File: src/rtl/load_store_unit.sv
// rtl/load_store_unit.sv - byte/half/word load-store sequencer with read-modify-write sub-word stores
// Optional write trace: define LSU_TRACE_EN.
module load_store_unit #(
  parameter int ADDR_W = 32
) (
  input  logic              clk,
  input  logic              reset,
  input  logic              req,
  input  logic              we,
  input  logic [1:0]        size,
  input  logic              sign,
  input  logic [ADDR_W-1:0] addr,
  input  logic [31:0]       wdata,
  input  logic [31:0]       pc,
  output logic              busy,
  output logic              done,
  output logic              err,
  output logic [31:0]       rdata,
  output logic [ADDR_W-1:0] mem_addr,
  output logic [31:0]       mem_din,
  output logic              mem_we,
  input  logic [31:0]       mem_dout
);

  typedef enum logic [1:0] {IDLE, RD, WR, DONE} state_t;

  state_t state, state_n;

  logic              we_q;
  logic [1:0]        size_q;
  logic              sign_q;
  logic [ADDR_W-1:0] addr_q;
  logic [31:0]       wdata_q;
  logic [31:0]       word_q;
  logic              err_q;

  logic        accept_bad;
  logic [4:0]  lane_sh;
  logic [31:0] lane_mask;
  logic [31:0] merged;
  logic [31:0] wr_word;
  logic [31:0] shifted;
  logic [31:0] load_val;
  logic [ADDR_W-1:0] word_addr;

  assign accept_bad = (size == 2'b11) ||
                      (size == 2'b01 && addr[0]) ||
                      (size == 2'b10 && addr[1:0] != 2'b00);

  assign lane_sh   = {addr_q[1:0], 3'b000};
  assign word_addr = {addr_q[ADDR_W-1:2], 2'b00};
  assign err       = err_q;

  // Store merge: replace the addressed lane of the captured word.
  always_comb begin
    lane_mask = (size_q == 2'b00) ? (32'h0000_00FF << lane_sh) : (32'h0000_FFFF << lane_sh);
    merged    = (word_q & ~lane_mask) | ((wdata_q << lane_sh) & lane_mask);
    wr_word   = (size_q == 2'b10) ? wdata_q : merged;
  end

  // Load extraction straight from the memory read port during RD.
  always_comb begin
    shifted = mem_dout >> lane_sh;
    case (size_q)
      2'b00:   load_val = {{24{sign_q & shifted[7]}}, shifted[7:0]};
      2'b01:   load_val = {{16{sign_q & shifted[15]}}, shifted[15:0]};
      default: load_val = mem_dout;
    endcase
  end

  always_ff @(posedge clk) begin
    if (reset) state <= IDLE;
    else       state <= state_n;
  end

  always_comb begin
    state_n  = state;
    busy     = (state != IDLE);
    done     = 1'b0;
    mem_we   = 1'b0;
    mem_addr = '0;
    mem_din  = '0;
    case (state)
      IDLE: begin
        if (req) begin
          if (accept_bad)                 state_n = DONE;
          else if (we && size == 2'b10)   state_n = WR;
          else                            state_n = RD;
        end
      end
      RD: begin
        mem_addr = word_addr;
        state_n  = we_q ? WR : DONE;
      end
      WR: begin
        mem_addr = word_addr;
        mem_din  = wr_word;
        // A reset landing on WR must not let the write reach memory.
        mem_we   = !reset;
        state_n  = DONE;
      end
      DONE: begin
        done    = 1'b1;
        state_n = IDLE;
      end
      default: state_n = IDLE;
    endcase
  end

`ifdef LSU_TRACE_EN
  logic [31:0] pc_q;

  always_ff @(posedge clk) begin
    if (reset)                   pc_q <= '0;
    else if (state == IDLE && req) pc_q <= pc;
  end

  always_ff @(posedge clk) begin
    if (!reset && state == WR) $display("@%h: *%h <= %h", pc_q, mem_addr, mem_din);
  end
`else
  logic unused_pc;
  assign unused_pc = ^pc;
`endif

  always_ff @(posedge clk) begin
    if (reset) begin
      we_q    <= 1'b0;
      size_q  <= 2'b00;
      sign_q  <= 1'b0;
      addr_q  <= '0;
      wdata_q <= '0;
      word_q  <= '0;
      err_q   <= 1'b0;
      rdata   <= '0;
    end else begin
      if (state == IDLE && req) begin
        we_q    <= we;
        size_q  <= size;
        sign_q  <= sign;
        addr_q  <= addr;
        wdata_q <= wdata;
        err_q   <= accept_bad;
      end
      if (state == RD) begin
        word_q <= mem_dout;
        if (!we_q) rdata <= load_val;
      end
    end
  end

endmodule

File: config.mk
export PLATFORM = sky130hd
export DESIGN_NAME = load_store_unit
export DESIGN_NICKNAME = d
export VERILOG_FILES = /design/src/rtl/load_store_unit.sv
export SDC_FILE = /design/constraint.sdc
export NUM_CORES = 1
export LEC_CHECK = 0
export CORE_MARGIN = 2
export CORE_UTILIZATION = 49
export DETAILED_ROUTE_END_ITERATION = 6
export PLACE_DENSITY = 0.9
export SKIP_CTS_REPAIR_TIMING = 1
export SLEW_MARGIN = 25
export SYNTH_ARGS = -nofsm -noshare
export SYNTH_HDL_FRONTEND = slang
export SYNTH_SLANG_ARGS = --single-unit
File: constraint.sdc
create_clock -name clk -period 6.3 [get_ports clk]
set_clock_uncertainty 0.2 [all_clocks]
set_input_delay 1.89 -clock clk [delete_from_list [all_inputs] [get_ports clk]]
set_output_delay 1.89 -clock clk [all_outputs]
set_load 0.1 [all_outputs]
### After elaboration in Yosys (flattened, before gate mapping)

Index checks and enable logic that the tools add are counted.

| storage, ports and cells | value |
|---|---|
| bits in registers | 135 |
| input bits | 135 |
| output and inout bits | 100 |
| logic and storage cells | 54 |

| operators by class | value |
|---|---|
| equal/unequal tests | 9 |
| shifts and indexed selects | 4 |
| muxes and demuxes | 12 |
| bitwise operators | 7 |
| reduce and logical (&&, ||, !) cells | 13 |

Operator list:

| operator | count |
|---|---|
| 32-bit 2-to-1 mux | 4 |
| 32-bit bitwise AND | 2 |
| 32-bit case mux with 2 select lines | 1 |
| 32-bit NOT | 1 |
| 32-bit OR | 1 |
| 16-bit by 5-bit left shift with 32-bit output (first input constant) | 1 |
| 32-bit by 5-bit left shift with 32-bit output | 1 |
| 8-bit by 5-bit left shift with 32-bit output (first input constant) | 1 |
| 32-bit by 5-bit >> shifter with 16-bit output | 1 |
| 2-bit equality test (second input constant) | 5 |
| 2-bit case mux with 4 select lines | 1 |
| 2-bit by 1-bit equality test with 1-bit output (second input constant) | 3 |
| 2-bit 2-to-1 mux | 3 |
| 1-bit logical AND | 4 |
| 2-bit zero test | 2 |
| 2-bit nonzero test | 2 |
| 1-bit 2-to-1 mux | 3 |
| 1-bit bitwise AND | 2 |
| 1-bit logical OR | 2 |
| 2-bit inequality test (second input constant) | 1 |
| 2-bit AND reduction | 1 |
| 2-bit OR reduction | 1 |
| 1-bit zero test | 1 |
| 1-bit NOT | 1 |

### Longest topological paths before layout

Gate-level depths: netlist of the first run.

| depth | value |
|---|---|
| depth after elaboration | 7 |
| depth in mapped cells | 9 |
| depth with buffers taken out | 6 |

### Least setup slack after synthesis of the first run

OpenSTA, ideal clock, no wires.

| timing | value |
|---|---|
| path type | input -> output |
| start | input port reset |
| end | output port mem_we |
| arrival | 3.738 ns |
| required time | 4.210 ns |
| slack | 0.472 ns |
| stages on the path | 4 |
| buffers on the path | 3 |
| path through | clkbuf_1 > clkbuf_1 > buf_1 > nor2_1 |

| between the ends | value |
|---|---|
| word-level cells in the longest chain between the ends | 2 |

Ends and longest elaborated chain:

| element | RTL line | source |
|---|---|---|
| from (decl) | 7 | `input logic reset,` |
| 1-bit zero test | 99 | `mem_we = !reset;` |
| 1-bit 2-to-1 mux | 83 | `case (state)` |
| to (decl) | 21 | `output logic mem_we,` |

Every way passes these cells.

### Worst setup path after layout of the first run

| timing | value |
|---|---|
| start | register state[0] |
| end | output port mem_addr[28] |

| between the ends | value |
|---|---|
| word-level cells in the longest chain between the ends | 3 |
| elaborated cells on any way between the ends | 4 |
| those cells by class | 2 x eq/ne; 1 x mux; 1 x reduce/logical |

Ends and longest elaborated chain:

| element | RTL line | source |
|---|---|---|
| from (decl) | 27 | `state_t state, state_n;` |
| from (signal assigned) | 73 | `else state <= state_n;` |
| 2-bit by 1-bit equality test with 1-bit output / 2-bit equality test (equally long branches) | 83 |  |
| 2-bit OR reduction (no source line) (*) | -- |  |
| 32-bit 2-to-1 mux (*) | 83 |  |
| to (decl) | 19 | `output logic [ADDR_W-1:0] mem_addr,` |

Mark *: on every way between the ends. The rest lies on a longest branch, timed or not.

==> impl_metrics.py, run 1 <==
metrics = {
    "outcome": {
        "status": "finished, final reports clean",
    },
    "hold_path": {
        "hold_path.class": "reg2reg",
    },
    "floorplanning": {
        "start_util_pct": 49.65,
        "floorplan.die.height_um": 119.4,
        "core_area_um2": 13140,
        "fp.dieW_um": 119.4,
        "ioPinCount": 235,
        "die_area_um2": 14250,
        "rows": 42,
    },
    "logic_synthesis": {
        "synth_area_um2": 6523,
        "syn_area_per_cell_um2": 8.043,
        "ys_ff_latch": 135,
        "ys_types": 42,
        "synth.top_cell.area_share_pct": 41.43,
        "ys_seq_area_share_pct": 41.43,
        "synthCells": 811,
        "yosysTopAreaCell": "dfxtp_1",
        "yosys_warnings": 0,
        "synth.area.top_cells": "dfxtp_1 41%, mux2i_1 10%, nand2_1 10%",
    },
    "pwr": {
        "power.density_nw_per_um2": 504.5,
        "max-vdd-ir-drop_mv": 0.3349,
        "finalPower_mw": 4.509,
        "p_leak_nw": 3.269,
    },
    "critical_path": {
        "cp-start-kind": "flop",
        "arrival_ns": 3.13,
        "cp_num_buf_inv": 2,
        "slowest_delay_ns": 1.15,
        "cpMaxStageDelayCell": "clkdlybuf4s50_1",
        "worstSetupPathType": "reg2out",
        "cp_max_fo": 31,
        "critical_path_required_ns": 4.21,
        "critical-path-top-delay-family": "buffers and inverters",
        "path_cells": "inv_1, ha_1, and2_1, clkdlybuf4s50_1",
        "endpoint_kind": "output port",
    },
    "flow_run": {
        "drv_cap": 0,
    },
    "clock_tree": {
        "numClockSinks": 135,
        "worstSkewPairLatency_ns": 0.42,
        "cts_max_level": 4,
        "clk_pin_slew_ns": 0.05,
        "cts_tree": "done",
        "cts_buffers": 17,
        "cts_buffer_depth": 2,
        "clockRootBuffer": "clkbuf_16",
    },
    "cells_and_area": {
        "final_common_cell": "nand2_1",
        "final_cell_mix": "173 x nand2_1, 166 x clkdlybuf4s50_1, 134 x dfxtp_1, 102 x a21oi_1, 86 x nor2_1",
        "fin_cells": 1155,
        "drive_above_1_share_pct": 8.682,
        "nets": 1108,
        "areaGrowthSynthToFinish_pct": 37.02,
        "finalCoreUtilization_pct": 68.03,
        "antenna_cells": 0,
    },
    "routing": {
        "via_per_inst": 5.606,
        "drcViolationCount": 0,
        "drt-total-wl_um": 20290,
        "detail_route.iter0.violations": 631,
        "ant_nets": 0,
        "drt_pass1_iterations": 5,
        "avgRoutedWirePerCell_um": 17.57,
        "vias": 6475,
    },
    "timing": {
        "setup-violations-final": 0,
        "rsz0062_at_grt": "no",
        "finalHoldViolations": 0,
        "period_needed_ns": 5.223,
        "fin_setup_tns_ns": 0,
        "layout_setup_ws_ns": 1.077,
        "max_slew_margin_pct": 27.75,
        "tightestPinTransition_ns": 1.084,
        "drv_slew": 0,
        "min_period_over_period_pct": 82.91,
        "fmax_mhz": 191.4,
    },
    "global_routing": {
        "grt-ovfl-total": 0,
        "antenna_found_initial": 0,
        "grt_pass1_wl_um": 31600,
        "grt_max_degree": 87,
        "track_usage_pct": 28.47,
        "grt_pass1_vias": 6057,
    },
    "place": {
        "dpl.hpwl_um": 14160,
        "place_inst": 1125,
        "dp_slack_ns": 1.382,
        "gp_congestion": 0.9061,
        "port_buffers": 200,
    },
}
## synth_stat cells, drive strengths merged
cell / n
a2111oi: 1
a211o: 1
a211oi: 30
a21o: 3
a21oi: 102
a22o: 19
a22oi: 10
a31o: 1
a31oi: 4
and2: 32
and2b: 1
buf: 36
clkbuf: 34
clkinv: 1
conb: 1
dfxtp: 135
ha: 5
inv: 3
mux2: 1
mux2i: 66
nand2: 174
nand2b: 2
nor2: 86
nor2b: 9
nor3: 4
nor3b: 7
nor4: 1
o21a: 2
o21ai: 20
o21bai: 1
o221ai: 8
o22a: 1
o31ai: 8
o32ai: 1
xnor2: 1
## state kept, by name, summed over array words and instances, names as in the netlist
| register | cells |
|---|---|
| addr_q | 32 |
| state | 2 |
| size_q | 2 |
| rdata | 32 |
| wdata_q | 32 |
| sign_q | 1 |
| we_q | 1 |
| err | 1 |
| word_q | 32 |
## worst min-delay path, cell delays in order (launching register included)
cell     delay, ns
dfxtp_1       0.30
nand2_1       0.05
a21oi_1       0.05
## per-stage QoR
step / area, µm² / hold slack [ns]
5_1_grt: 8937 / 0.2658
3_3_place_gp: 8403 / 0.2367
3_5_place_dp: 8403 / 0.2436
6_report: 8937 / 0.2496
2_1_floorplan: 6526 / 0.2317
4_1_cts: 8937 / 0.2506
## cell families after synthesis
family / synth area share, %
mux: 10.30
buf+inv: 5.179
fa+ha+maj: 0.9591
simple gates: 20.49
other cells: 0.05749
compound gates: 21.45
flops: 41.43
xor+xnor: 0.1343
## power by group
group	leakage, nW	internal, mW	switching [mW]
registers	1.10	1.07	0.171
clock network	0.264	0.567	0.344
logic	1.90	0.640	1.72
total	3.27	2.27	2.24
## area by class of cell
class                   count  area [µm²]
flip-flops and latches    135        2704
well taps                 176       220.2
repair buffers            207        1969
multi-input cells         603        3495
clock buffers              26       489.2
fillers                  1085        4200
clock inverters             4       45.04
inverters                   4       15.01
## path summary, 6_finish.rpt
kind / start / end / slack, ns / cells after the start
worst max-delay path: state[0]$_SDFFE_PP0P_ / mem_addr[28] / 1.08 / 4
worst min-delay path: addr_q[13]$_SDFFE_PP0P_ / addr_q[13]$_SDFFE_PP0P_ / 0.25 / 2
worst max register to register: state[1]$_SDFFE_PP0P_ / rdata[18]$_SDFFE_PP0P_ / 2.68 / 6
worst min register to register: addr_q[13]$_SDFFE_PP0P_ / addr_q[13]$_SDFFE_PP0P_ / 0.25 / 2
## metal layers
layer / track usage, % / wire (µm) / vias to the layer above
met3: 9.291 / 1843 / 53
li1: - / - / 3082
met5: 0 / 0 / -
met2: 44.76 / 9423 / 301
met4: 14.41 / 856 / 0
met1: 34.97 / 8169 / 3039
No activity file was read; power rests on OpenSTA's default activity.
==> inputs of run 2 (changes only) <==
--- a/config.mk
+++ b/config.mk
@@ -6,9 +6,9 @@
 export NUM_CORES = 1
 export LEC_CHECK = 0
 export CORE_MARGIN = 2
-export CORE_UTILIZATION = 49
+export CORE_UTILIZATION = 41
 export DETAILED_ROUTE_END_ITERATION = 6
-export PLACE_DENSITY = 0.9
+export PLACE_DENSITY = 0.8
 export SKIP_CTS_REPAIR_TIMING = 1
 export SLEW_MARGIN = 25
 export SYNTH_ARGS = -nofsm -noshare
==> constraint.sdc (replaced) <==
create_clock -name clk -period 4.8 [get_ports clk]
set_clock_uncertainty 0.2 [all_clocks]
set_input_delay 1.44 -clock clk [delete_from_list [all_inputs] [get_ports clk]]
set_output_delay 1.44 -clock clk [all_outputs]
set_load 0.1 [all_outputs]
==> run 2 against run 1 <==
  * Power increased by 39%
  * First-iteration DRC count is 22% lower
  * Die area rose by 19%
  * Global-route usage down 3.6 points
  * Cell area increased by 6.6%
  * Worst setup slack got worse by 0.47 ns
  * Non-clock buffer count increased by 9
  * Register-to-register slack got worse by 1.1 ns
  * Wire length grew 2.9%
  * Critical path type unchanged
==> impl_metrics.py, run 2 (synthesis gave the netlist of run 1 again) <==
metrics = {
    "routing": {
        "drt_pass1_iterations": 5,
        "drt-total-wl_um": 20880,
        "vias": 6432,
        "detail_route.iter0.violations": 494,
        "drcViolationCount": 0,
        "via_per_inst": 5.329,
        "avgRoutedWirePerCell_um": 17.30,
        "ant_nets": 0,
    },
    "timing": {
        "rsz0062_at_grt": "no",
        "drv_slew": 0,
        "fin_setup_tns_ns": 0,
        "fmax_mhz": 238.6,
        "layout_setup_ws_ns": 0.6096,
        "min_period_over_period_pct": 87.30,
        "max_slew_margin_pct": 32.91,
        "setup-violations-final": 0,
        "tightestPinTransition_ns": 1.003,
        "finalHoldViolations": 0,
        "period_needed_ns": 4.190,
    },
    "clock_tree": {
        "clk_pin_slew_ns": 0.05,
        "cts_tree": "done",
        "worstSkewPairLatency_ns": 0.42,
        "numClockSinks": 135,
        "cts_max_level": 4,
        "cts_buffer_depth": 2,
        "clockRootBuffer": "clkbuf_16",
        "cts_buffers": 17,
    },
    "global_routing": {
        "grt_pass1_wl_um": 32450,
        "track_usage_pct": 24.89,
        "antenna_found_initial": 1,
        "grt_pass1_vias": 6195,
        "grt_max_degree": 78,
        "grt-ovfl-total": 0,
    },
    "cells_and_area": {
        "drive_above_1_share_pct": 13.33,
        "areaGrowthSynthToFinish_pct": 46.06,
        "final_cell_mix": "173 x nand2_1, 135 x clkdlybuf4s50_1, 134 x dfxtp_1, 102 x a21oi_1, 85 x nor2_1",
        "final_cell_area_um2": 9527,
        "nets": 1117,
        "final_common_cell": "nand2_1",
    },
    "place": {
        "gp_congestion": 0.9077,
        "port_buffers": 200,
        "dpl_cell_area_um2": 8871,
        "dp_slack_ns": 1.007,
        "dpl.hpwl_um": 15030,
    },
    "critical_path": {
        "arrival_ns": 2.55,
        "cp_num_buf_inv": 4,
        "critical_path_required_ns": 3.16,
        "path_cells": "inv_1, ha_1, clkinv_1, nor2_1, buf_4, nand2_1, o21ai_1, buf_12",
        "cp_max_fo": 21,
        "endpoint_kind": "output port",
        "cp-start-kind": "flop",
        "slowest_delay_ns": 0.37,
        "critical-path-top-delay-family": "buffers and inverters",
        "cpMaxStageDelayCell": "clkinv_1",
        "worstSetupPathType": "reg2out",
    },
    "floorplanning": {
        "rows": 46,
        "die_area_um2": 16930,
        "floorplan.die.height_um": 130.1,
        "fp.dieW_um": 130.1,
        "ioPinCount": 235,
        "core_area_um2": 15710,
        "start_util_pct": 41.51,
    },
    "pwr": {
        "p_leak_nw": 3.523,
        "power.density_nw_per_um2": 655.6,
        "finalPower_mw": 6.245,
        "max-vdd-ir-drop_mv": 0.3466,
    },
    "flow_run": {
        "drv_cap": 0,
    },
    "hold_path": {
        "hold_path.class": "reg2reg",
    },
    "outcome": {
        "status": "finished, final reports clean",
    },
}
[run 2: cell count changes in the layout (fill, tap and decap cells not counted), sizes merged]
cell	before	now
buf	41	81
clkdlybuf4s50	166	135
bufinv	1	4
clkbuf	26	25
clkinv	4	3
clkinvlp	0	1
diode	0	1
[run 2: layout make-up]
class / instances / area (µm²)
diodes: 1 / 2.502
clock buffers: 25 / 515.5
clock inverters: 7 / 137.6
fillers: 1388 / 6186
inverters: 4 / 15.01
multi-input cells: 603 / 3497
flip-flops and latches: 135 / 2704
well taps: 216 / 270.3
repair buffers: 216 / 2385
[run 2: final timing paths]
kind	slack, ns	end	startpoint	cells past startpoint
worst min register to register	0.25	addr_q[3]$_SDFFE_PP0P_	addr_q[3]$_SDFFE_PP0P_	2
worst max register to register	1.62	rdata[30]$_SDFFE_PP0P_	state[1]$_SDFFE_PP0P_	7
worst min-delay path	0.25	addr_q[3]$_SDFFE_PP0P_	addr_q[3]$_SDFFE_PP0P_	2
worst max-delay path	0.61	mem_din[31]	state[0]$_SDFFE_PP0P_	8
[run 2: routing by layer]
layer / vias up / wire length [µm] / GRT usage, %
li1: 3108 / - / -
met1: 2961 / 8330 / 29.54
met2: 302 / 9785 / 41.27
met3: 61 / 1942 / 7.544
met4: 0 / 822 / 11.76
met5: - / 0 / 0
[run 2: power by group]
group | total, mW | switching [mW] | internal, mW
Combinational | 3.22 | 2.30 | 0.918
Sequential | 1.60 | 0.201 | 1.40
Clock | 1.42 | 0.472 | 0.951
Total | 6.25 | 2.98 | 3.27
[run 2: metrics by stage]
stage                     cells  hold WS (ns)  util, %
after floorplan             812        0.2317        -
after global placement     1174        0.2369    56.46
after detailed placement   1174        0.2421    56.46
after CTS                  1206        0.2499    60.61
after global routing       1206        0.2635    60.61
final                      1207        0.2482    60.63
[run 2: worst min-delay path: stages (launching register included)]
cell and delay, ns:
dfxtp_1 0.30, nand2_1 0.05, a21oi_1 0.05
==> inputs of run 3 (changes only) <==
--- a/config.mk
+++ b/config.mk
@@ -8,6 +8,7 @@
 export CORE_MARGIN = 2
 export CORE_UTILIZATION = 41
 export DETAILED_ROUTE_END_ITERATION = 6
+export GPL_ROUTABILITY_DRIVEN = 0
 export PLACE_DENSITY = 0.8
 export SKIP_CTS_REPAIR_TIMING = 1
 export SLEW_MARGIN = 25
==> results of run 3 <==
The final DEF is identical to that of run 2; final timing and power are the same.
